===== src/rtl/branch_predictor_if.sv =====
// Fetch/execute side signals of the branch predictor.
// master: pipeline (drives fetch_pc and feedback); slave: predictor.
`ifndef PC_SIZE
`define PC_SIZE 16
`endif

interface branch_predictor_if #(
    parameter int PC_W   = `PC_SIZE,
    parameter int STAT_W = 16
);
    logic              fetch_pc_unused_guard;
    logic [PC_W-1:0]   fetch_pc;
    logic              predict_taken;
    logic [PC_W-1:0]   predict_target;
    logic              fb_branch;
    logic              fb_jump;
    logic [PC_W-1:0]   fb_pc;
    logic              fb_predict_taken;
    logic [PC_W-1:0]   fb_predict_target;
    logic              fb_feedback_taken;
    logic [PC_W-1:0]   fb_feedback_target;
    logic              redirect;
    logic [PC_W-1:0]   redirect_pc;
    logic [STAT_W-1:0] stat_branches;
    logic [STAT_W-1:0] stat_mispredicts;

    assign fetch_pc_unused_guard = 1'b0;

    modport master (
        output fetch_pc,
        input  predict_taken,
        input  predict_target,
        output fb_branch,
        output fb_jump,
        output fb_pc,
        output fb_predict_taken,
        output fb_predict_target,
        output fb_feedback_taken,
        output fb_feedback_target,
        input  redirect,
        input  redirect_pc,
        input  stat_branches,
        input  stat_mispredicts
    );

    modport slave (
        input  fetch_pc,
        output predict_taken,
        output predict_target,
        input  fb_branch,
        input  fb_jump,
        input  fb_pc,
        input  fb_predict_taken,
        input  fb_predict_target,
        input  fb_feedback_taken,
        input  fb_feedback_target,
        output redirect,
        output redirect_pc,
        output stat_branches,
        output stat_mispredicts
    );
endinterface


===== src/rtl/branch_predictor.sv =====
// Direct-mapped BTB with saturating direction counters and statistics.
// Ports: clk, rst (sync, active-high), bp (branch_predictor_if.slave).
`ifndef PC_SIZE
`define PC_SIZE 16
`endif

module branch_predictor #(
    parameter int PC_W    = `PC_SIZE,
    parameter int ENTRIES = 16,
    parameter int CTR_W   = 2,
    parameter int STAT_W  = 16
) (
    input logic              clk,
    input logic              rst,
    branch_predictor_if.slave bp
);
    localparam int IDX_W = $clog2(ENTRIES);
    localparam int TAG_W = PC_W - IDX_W;
    localparam logic [CTR_W-1:0]  CTR_MAX  = '1;
    localparam logic [CTR_W-1:0]  CTR_WEAK = CTR_W'(1) << (CTR_W - 1);
    localparam logic [STAT_W-1:0] STAT_MAX = '1;

    logic             valid   [ENTRIES];
    logic             is_jump [ENTRIES];
    logic [TAG_W-1:0] tag     [ENTRIES];
    logic [PC_W-1:0]  target  [ENTRIES];
    logic [CTR_W-1:0] ctr     [ENTRIES];

    logic [STAT_W-1:0] stat_br;
    logic [STAT_W-1:0] stat_mp;

    // lookup
    logic [IDX_W-1:0] l_idx;
    logic [TAG_W-1:0] l_tag;
    logic             l_hit;

    assign l_idx = bp.fetch_pc[IDX_W-1:0];
    assign l_tag = bp.fetch_pc[PC_W-1:IDX_W];
    assign l_hit = valid[l_idx] && (tag[l_idx] == l_tag);

    assign bp.predict_taken  = l_hit && (is_jump[l_idx] || ctr[l_idx][CTR_W-1]);
    assign bp.predict_target = bp.predict_taken ? target[l_idx]
                                                : bp.fetch_pc + PC_W'(1);

    // feedback
    logic [IDX_W-1:0] f_idx;
    logic [TAG_W-1:0] f_tag;
    logic             f_hit;
    logic             fb_valid;
    logic             mispredict;

    assign f_idx    = bp.fb_pc[IDX_W-1:0];
    assign f_tag    = bp.fb_pc[PC_W-1:IDX_W];
    assign f_hit    = valid[f_idx] && (tag[f_idx] == f_tag);
    assign fb_valid = bp.fb_branch | bp.fb_jump;

    assign mispredict = fb_valid &&
        ((bp.fb_predict_taken != bp.fb_feedback_taken) ||
         (bp.fb_feedback_taken &&
          (bp.fb_predict_target != bp.fb_feedback_target)));

    assign bp.redirect    = mispredict;
    assign bp.redirect_pc = !mispredict          ? '0 :
                            bp.fb_feedback_taken ? bp.fb_feedback_target :
                                                   bp.fb_pc + PC_W'(1);

    assign bp.stat_branches    = stat_br;
    assign bp.stat_mispredicts = stat_mp;

    always_ff @(posedge clk) begin
        if (rst) begin
            for (int i = 0; i < ENTRIES; i++) begin
                valid[i]   <= 1'b0;
                is_jump[i] <= 1'b0;
                ctr[i]     <= '0;
            end
            stat_br <= '0;
            stat_mp <= '0;
        end else if (fb_valid) begin
            if (stat_br != STAT_MAX) stat_br <= stat_br + STAT_W'(1);
            if (mispredict && stat_mp != STAT_MAX)
                stat_mp <= stat_mp + STAT_W'(1);

            if (f_hit) begin
                // fb_jump wins when both strobes are high
                if (bp.fb_jump) begin
                    target[f_idx] <= bp.fb_feedback_target;
                    ctr[f_idx]    <= CTR_MAX;
                end else if (bp.fb_feedback_taken) begin
                    target[f_idx] <= bp.fb_feedback_target;
                    if (ctr[f_idx] != CTR_MAX)
                        ctr[f_idx] <= ctr[f_idx] + CTR_W'(1);
                end else if (ctr[f_idx] != '0) begin
                    ctr[f_idx] <= ctr[f_idx] - CTR_W'(1);
                end
            end else if (bp.fb_feedback_taken) begin
                valid[f_idx]   <= 1'b1;
                is_jump[f_idx] <= bp.fb_jump;
                tag[f_idx]     <= f_tag;
                target[f_idx]  <= bp.fb_feedback_target;
                ctr[f_idx]     <= bp.fb_jump ? CTR_MAX : CTR_WEAK;
            end
        end
    end
endmodule


===== src/flat_wrapper.sv =====
// flat-port wrapper written by rule: the top's interface ports become plain ports
module branch_predictor_flat 
#(
    parameter int PC_W    = `PC_SIZE,
    parameter int ENTRIES = 16,
    parameter int CTR_W   = 2,
    parameter int STAT_W  = 16
)
  (clk, rst, bp_fetch_pc, bp_predict_taken, bp_predict_target, bp_fb_branch, bp_fb_jump, bp_fb_pc, bp_fb_predict_taken, bp_fb_predict_target, bp_fb_feedback_taken, bp_fb_feedback_target, bp_redirect, bp_redirect_pc, bp_stat_branches, bp_stat_mispredicts);
  branch_predictor_if #(.PC_W(PC_W), .STAT_W(STAT_W)) bp_i ();
  input logic clk;
  input logic rst;
  input wire logic [$bits(bp_i.fetch_pc)-1:0] bp_fetch_pc;
  output wire logic [$bits(bp_i.predict_taken)-1:0] bp_predict_taken;
  output wire logic [$bits(bp_i.predict_target)-1:0] bp_predict_target;
  input wire logic [$bits(bp_i.fb_branch)-1:0] bp_fb_branch;
  input wire logic [$bits(bp_i.fb_jump)-1:0] bp_fb_jump;
  input wire logic [$bits(bp_i.fb_pc)-1:0] bp_fb_pc;
  input wire logic [$bits(bp_i.fb_predict_taken)-1:0] bp_fb_predict_taken;
  input wire logic [$bits(bp_i.fb_predict_target)-1:0] bp_fb_predict_target;
  input wire logic [$bits(bp_i.fb_feedback_taken)-1:0] bp_fb_feedback_taken;
  input wire logic [$bits(bp_i.fb_feedback_target)-1:0] bp_fb_feedback_target;
  output wire logic [$bits(bp_i.redirect)-1:0] bp_redirect;
  output wire logic [$bits(bp_i.redirect_pc)-1:0] bp_redirect_pc;
  output wire logic [$bits(bp_i.stat_branches)-1:0] bp_stat_branches;
  output wire logic [$bits(bp_i.stat_mispredicts)-1:0] bp_stat_mispredicts;
  assign bp_i.fetch_pc = bp_fetch_pc;
  assign bp_predict_taken = bp_i.predict_taken;
  assign bp_predict_target = bp_i.predict_target;
  assign bp_i.fb_branch = bp_fb_branch;
  assign bp_i.fb_jump = bp_fb_jump;
  assign bp_i.fb_pc = bp_fb_pc;
  assign bp_i.fb_predict_taken = bp_fb_predict_taken;
  assign bp_i.fb_predict_target = bp_fb_predict_target;
  assign bp_i.fb_feedback_taken = bp_fb_feedback_taken;
  assign bp_i.fb_feedback_target = bp_fb_feedback_target;
  assign bp_redirect = bp_i.redirect;
  assign bp_redirect_pc = bp_i.redirect_pc;
  assign bp_stat_branches = bp_i.stat_branches;
  assign bp_stat_mispredicts = bp_i.stat_mispredicts;
  branch_predictor #(.PC_W(PC_W), .ENTRIES(ENTRIES), .CTR_W(CTR_W), .STAT_W(STAT_W)) u_core (.clk(clk), .rst(rst), .bp(bp_i));
endmodule

===== config.mk =====
export PLATFORM = sky130hd
export DESIGN_NAME = branch_predictor_flat
export DESIGN_NICKNAME = d
export VERILOG_FILES = /design/src/rtl/branch_predictor_if.sv /design/src/rtl/branch_predictor.sv /design/src/flat_wrapper.sv
export SDC_FILE = /design/constraint.sdc
export NUM_CORES = 1
export LEC_CHECK = 0
export BUFFER_PORTS_ARGS = -buffer_cell sky130_fd_sc_hd__buf_4
export CAP_MARGIN = 40
export CORE_AREA = 2 2 217 219
export DETAILED_ROUTE_END_ITERATION = 8
export DIE_AREA = 0 0 219 221
export PLACE_DENSITY = 0.78
export SYNTH_ARGS = -nofsm -noshare
export SYNTH_HDL_FRONTEND = slang
export SYNTH_SLANG_ARGS = --single-unit

===== constraint.sdc =====
create_clock -name clk -period 3.8 [get_ports clk]
set_input_delay 0.38 -clock clk [delete_from_list [all_inputs] [get_ports clk]]
set_output_delay 0.38 -clock clk [all_outputs]
set_load 0.05 [all_outputs]

; ---- After elaboration in Yosys (flattened, before gate mapping)
; Memory sizes are Yosys's and may differ from the RTL's.
; Cells that the tools add are included.
; W data, S select, Z words.
[classes]
reduce_logical = 14
n_bitwise = 6
n_addsub = 6
mux = 49
eq_ne = 7
[ops]
columns = op, n
row1 = $mux W16, 5
row2 = $add A16 B1 Y16 const B, 4
row3 = $mux W1, 37
row4 = $ne A16 B16 Y1 const B, 2
row5 = $eq A12 B12 Y1, 2
row6 = $ne A16 B16 Y1, 1
row7 = $mux W4, 3
row8 = $mux W2, 4
row9 = $logic_and A1 B1 Y1, 6
row10 = $or A1 B1 Y1, 6
row11 = $reduce_and A2 Y1, 2
row12 = $add A2 B1 Y2 const B, 1
row13 = $logic_or A1 B1 Y1, 2
row14 = $ne A2 B2 Y1 const B, 1
row15 = $reduce_bool A2 Y1, 1
row16 = $reduce_or A1 Y1, 2
row17 = $reduce_or A2 Y1, 1
row18 = $sub A2 B1 Y2 const B, 1
row19 = $ne A1 B1 Y1, 1
[totals]
ram_bits = 512
out_inout_bits = 66
ff_bits = 32
word_cells = 89
input_bits = 70
n_memories = 5
[mem_list]
columns = name, depth, width, read_ports, rd_ports_with_merged_regs, wr, line_no
row1 = u_core.target, 16, 16, 1, 0, 1, branch_predictor.sv:26  ; logic [PC_W-1:0] target [ENTRIES];
row2 = u_core.tag, 16, 12, 2, 0, 1, branch_predictor.sv:25  ; logic [TAG_W-1:0] tag [ENTRIES];
row3 = u_core.ctr, 16, 2, 2, 0, 16, branch_predictor.sv:27  ; logic [CTR_W-1:0] ctr [ENTRIES];
row4 = u_core.is_jump, 16, 1, 1, 0, 16, branch_predictor.sv:24  ; logic is_jump [ENTRIES];
row5 = u_core.valid, 16, 1, 2, 0, 16, branch_predictor.sv:23  ; logic valid [ENTRIES];

; ---- Depth between registers and ports, before layout
; An unclocked memory read counts as a cell.
[logic_depth]
ltp_word = 14
mapped_depth = 15
ltp_nobuf = 9

; ---- Worst setup path before layout
; No wires, ideal clock.
[synth_timing]
path_kind = input-to-output
start = input bp_fetch_pc[0]
end = output bp_predict_target[0]
setup_slack_ns = -0.268
n_path_buf = 3
path_stages = 10
arrival_time_ns = 3.688
cell_sequence = buf_2 buf_4 mux4_2 a211oi_1 a21oi_1 xnor2_1 o211ai_1 nor4_4 buf_4 mux2i_1
[synth_between]
elab_chain_cells = 5
word_cells_on_any_way = 11
[synth_rtl]
columns = element, line_no
row1 = start: declaration, flat_wrapper.sv:13  ; input wire logic [$bits(bp_i.fetch_pc)-1:0] bp_fetch_pc;
row2 = $mem_v2 Z16 W12, --
row3 = $eq A12 B12 Y1, branch_predictor.sv:39  ; assign l_hit = valid[l_idx] && (tag[l_idx] == l_tag);
row4 = $logic_and A1 B1 Y1, branch_predictor.sv:39
row5 = $logic_and A1 B1 Y1 (*), branch_predictor.sv:41  ; assign bp.predict_taken = l_hit && (is_jump[l_idx] || ctr[l_idx][CTR_W-1]);
row6 = named net bp_predict_taken, flat_wrapper.sv:14  ; output wire logic [$bits(bp_i.predict_taken)-1:0] bp_predict_taken;
row7 = $mux W16 (*), branch_predictor.sv:42  ; assign bp.predict_target = bp.predict_taken ? target[l_idx]
row8 = end: declaration, flat_wrapper.sv:15  ; output wire logic [$bits(bp_i.predict_target)-1:0] bp_predict_target;
; Mark *: on every way through the listed nets, which the timed path passes. The rest lies on a longest branch.

==> results summary <==
The shortest period the worst path allows is 3.87 ns. The starting utilization of the core area is 54.2%. The CTS buffer count is 54.

The worst setup timing slack at the placement stage came out at 0.0822 ns. Summed over all nets, the half-perimeter wirelength after detailed placement is 41600 µm. For this run, asynchronously set or reset flops after synthesis account for 0%. The maximum number of pins on one net before global-route repair is 76. The maximum net fanout on the critical path is 5. The critical path class is reg -> out. Setup repair after global routing could not meet its margin everywhere. STA classifies the critical path startpoint as a register. For this block, wires on met1 add up to 24400 µm. The max-cap violation count came out at 0. The post-route netlist has 32.0% of its cells at a drive strength greater than 1. The slew of the pin with the lowest slew margin is 0.850 ns.

The overall overflow remaining after global route came out at 0. The count of buffers from port buffering came out at 135. The final setup slack of the worst path came out at -0.0746 ns. The number of antenna violations at the first check in global routing came out at 1. The area fraction of the dominant cell type after synthesis is 59.6%. The first-pass iteration count of the detailed router is 6. The synthesized area per cell came out at 16.3 µm². The count of mapped cells out of synthesis came out at 1529. The most used flip-flop cell after synthesis is sky130_fd_sc_hd__edfxtp_1. The critical path's largest stage delay is 0.50 ns.

The placer congestion estimate came out at 0.870. Dividing total power by cell area gives a power density of 447 nW/µm². The die outline width came out at 219 µm. The critical path goes through mux4_2 > mux2i_1 > mux2i_2 > xor2_1 > nor2_1 > nand4_1 > nor4_4 > buf_6 > buf_12 > mux2_4 > buf_8. The combined buffer and inverter count along the critical path is 3. The count of placed standard cells including taps came out at 2271. The worst IR drop on VDD is 391 µV. The number of remaining DRC errors came out at 0.

The static power due to leakage is 0.00993 µW. Counting flops with a built-in enable in the synthesized netlist gives 496. The H-tree was split into 2 levels. The area overhead of the layout relative to synthesis is 18.7%. The total count of hold-check failures in the final report is 0. Sorting the synthesized cells by area gives the leading types as sky130_fd_sc_hd__edfxtp_1 (60%), sky130_fd_sc_hd__mux4_2 (16%), sky130_fd_sc_hd__dfxtp_1 (3.8%).

The clock transition at the registers of the reported paths came out at 0.06 ns. The total clock sinks came out at 544. The number of nets with antenna violations after routing is 0. The clock passes through at most 3 buffers.

Dividing the final minimum period by the clock period gives 102%. The violation count after the first detailed-routing iteration is 2319. The tree is rooted in a sky130_fd_sc_hd__clkbuf_16. The number of top-level pins came out at 136. The final reports fail on setup timing.

Derived from the worst setup path, the maximum achievable clock frequency is 0.258 GHz. The mapped netlist covers 25000 µm². The clock skew after layout came out at 0.0551 ns.

The category of cells accounting for the largest share of critical-path delay is multiplexers. The number of warning messages in the yosys log is 0. The number of distinct library cell variants in the gate-level netlist after synthesis came out at 59.

The signal arrival time at the worst endpoint is 3.49 ns. The final-report setup violation count came out at 15. For this run, the number of standard cells in the final layout without fillers is 2378.

The total global-route track usage is 28.2%. The total core area came out at 46100 µm². The flow ran to the end, but the final reports show violations. The number of placement rows is 79. The floorplan step set the die height to 221 µm. For this design, the slowest cell found on the critical path is sky130_fd_sc_hd__mux4_2.

The worst hold slack across all endpoints came out at 0.0577 ns. The CTS tree is built. The global-route wire length before repair came out at 101000 µm. The total met3 wirelength after detailed routing is 8140 µm.

The insertion delay of the later-clocked pin in the worst-skew pair is 0.64 ns. The worst setup path is captured at an output port. The amount of wire on met2 after detailed routing is 32600 µm.

The via count normalized by instance count came out at 6.63. By instance count, the leading cell after synthesis is sky130_fd_sc_hd__edfxtp_1. In this run the top signal layer used is met5. The aggregate routed wire length is 67400 µm. After synthesis the netlist holds a flip-flop and latch count of 544. The overall die area is 48400 µm².

Overall power consumption after layout is estimated at 13300 µW. Summing over every cut layer, the via total after detailed routing is 15800. The path class of the tightest hold or removal check is in -> reg. The number of global-route vias before repair came to 15900. In the synthesized netlist, the cells that appear most often are sky130_fd_sc_hd__edfxtp_1 (496), sky130_fd_sc_hd__mux4_2 (176), sky130_fd_sc_hd__nor2_1 (156).

The number of antenna cells inserted came out at 0. Sequential elements use 63.5% of the synthesized area. The relative slew slack came out at 43.2%. The number of nets in the layout is 1805. The largest area contributor in the synthesized netlist is sky130_fd_sc_hd__edfxtp_1. Counting every net in the synthesized netlist gives 1608. The required arrival time at the worst endpoint is 3.42 ns. The post-route core utilization is 64.4%. The max-slew violation count was 0. In the final routed layout, each cell accounts on average for 28.4 µm.
-- placed cells by master, fill, tap and decap left out, types with 6 or more instances in the layout --
| cell | synthesis | layout |
|---|---|---|
| sky130_fd_sc_hd__o211ai_1 | 13 | 13 |
| sky130_fd_sc_hd__clkbuf_16 | 0 | 54 |
| sky130_fd_sc_hd__nor2b_1 | 15 | 14 |
| sky130_fd_sc_hd__dfxtp_1 | 48 | 48 |
| sky130_fd_sc_hd__nor3_1 | 21 | 21 |
| sky130_fd_sc_hd__buf_12 | 0 | 38 |
| sky130_fd_sc_hd__or4_1 | 15 | 15 |
| sky130_fd_sc_hd__buf_8 | 0 | 14 |
| sky130_fd_sc_hd__mux2i_1 | 66 | 57 |
| sky130_fd_sc_hd__inv_1 | 10 | 10 |
| sky130_fd_sc_hd__o2bb2ai_1 | 15 | 15 |
| sky130_fd_sc_hd__nand3_1 | 32 | 32 |
| sky130_fd_sc_hd__xnor2_1 | 48 | 47 |
| sky130_fd_sc_hd__edfxtp_1 | 496 | 496 |
| sky130_fd_sc_hd__a21oi_1 | 39 | 34 |
| sky130_fd_sc_hd__buf_4 | 8 | 186 |
| sky130_fd_sc_hd__ha_1 | 9 | 9 |
| sky130_fd_sc_hd__nor2_1 | 156 | 140 |
| sky130_fd_sc_hd__and3_1 | 18 | 18 |
| sky130_fd_sc_hd__clkbuf_1 | 48 | 7 |
| sky130_fd_sc_hd__a211oi_2 | 0 | 7 |
| sky130_fd_sc_hd__nand4_1 | 13 | 13 |
| sky130_fd_sc_hd__mux2i_2 | 0 | 9 |
| sky130_fd_sc_hd__a22o_1 | 6 | 6 |
| sky130_fd_sc_hd__nand2_1 | 41 | 41 |
| sky130_fd_sc_hd__nor4_1 | 6 | 6 |
| sky130_fd_sc_hd__xor2_1 | 52 | 52 |
| sky130_fd_sc_hd__mux2_4 | 0 | 15 |
| sky130_fd_sc_hd__mux4_2 | 176 | 176 |
| sky130_fd_sc_hd__nor2_2 | 0 | 16 |
| sky130_fd_sc_hd__clkinv_2 | 0 | 12 |
| sky130_fd_sc_hd__o311ai_1 | 12 | 12 |
| sky130_fd_sc_hd__o21ai_0 | 33 | 32 |
| sky130_fd_sc_hd__clkinv_1 | 0 | 17 |
-- power breakdown --
group          internal (µW)  total, µW  switching [µW]
combinational            541       1320             780
sequential              6610       6650            40.8
clock                   2960       5280            2320
total                  10100      13300            3140
-- worst register-to-register path, delay by kind of cell (launching register included) --
kind | cells | cell delay, ns
AND/OR/NAND/NOR | 3 | 1.01
multiplexers | 2 | 0.66
AO/OA/AOI/OAI | 2 | 0.63
flip-flops | 1 | 0.39
buffers and inverters | 1 | 0.18
XOR/XNOR | 1 | 0.11
-- registers in the layout, summed over array words and instances (netlist names) --
| signal | count |
|---|---|
| u_core.bp.stat_mispredicts | 16 |
| u_core.bp.stat_branches | 16 |
| u_core.is_jump | 16 |
| u_core.ctr | 32 |
| u_core.valid | 16 |
| u_core.tag | 192 |
| u_core.target | 256 |
-- timing repair --
action / in CTS / in global routing
hold buffers: 0 / 0
endpoints found under the setup margin: 16 / 16
setup buffers: 2 / 3
pin swaps: 5 / 10
cloned: 2 / 0
resized for setup: 52 / 18
-- routing by layer --
metal	global-route usage (%)	vias up
met3	6.90	158
li1	-	6518
met4	9.96	2
met1	38.5	7998
met5	0	-
met2	44.8	1095
-- cell type report --
| class | instances | area [µm²] |
|---|---|---|
| Inverter | 11 | 41.3 |
| Multi-Input combinational cell | 872 | 8800 |
| Clock buffer | 61 | 1380 |
| Tap cell | 607 | 759 |
| Clock inverter | 40 | 367 |
| Fill cell | 3099 | 16400 |
| Sequential cell | 544 | 15900 |
| Timing Repair Buffer | 243 | 2440 |
-- cells by family (layout without fill, tap and decap cells) --
logic type	after synthesis	count (layout)	synth area share [%]
adder cells (fa/ha/maj)	9	9	0.451
AND/OR/NAND/NOR	338	338	6.57
XOR/XNOR	100	100	3.51
AO/OA/AOI/OAI	164	164	4.52
buffers and inverters	113	355	2.10
multiplexers	261	261	19.4
flip-flops	544	544	63.5
-- path summary, 6_finish.rpt --
kind / startpoint / to / slack [ns] / cells after the start
setup / recovery: u_core.tag[7][9] / bp_predict_target[1] / -0.07 / 11
hold / removal: bp_fb_feedback_target[3] / u_core.target[6][3] / 0.06 / 1
setup reg to reg: u_core.tag[11][8] / u_core.ctr[4][1] / 0.42 / 9
hold reg to reg: u_core.valid[13] / u_core.valid[13] / 0.49 / 1
-- stage by stage --
step                TNS [ns]  area, µm²
finish                -0.713      29600
global route           -2.23      29600
CTS                   -0.935      29600
detailed placement         0      27600
global placement           0      27600
floorplan              -1.05      25000
(Power assumes the default switching activity.)
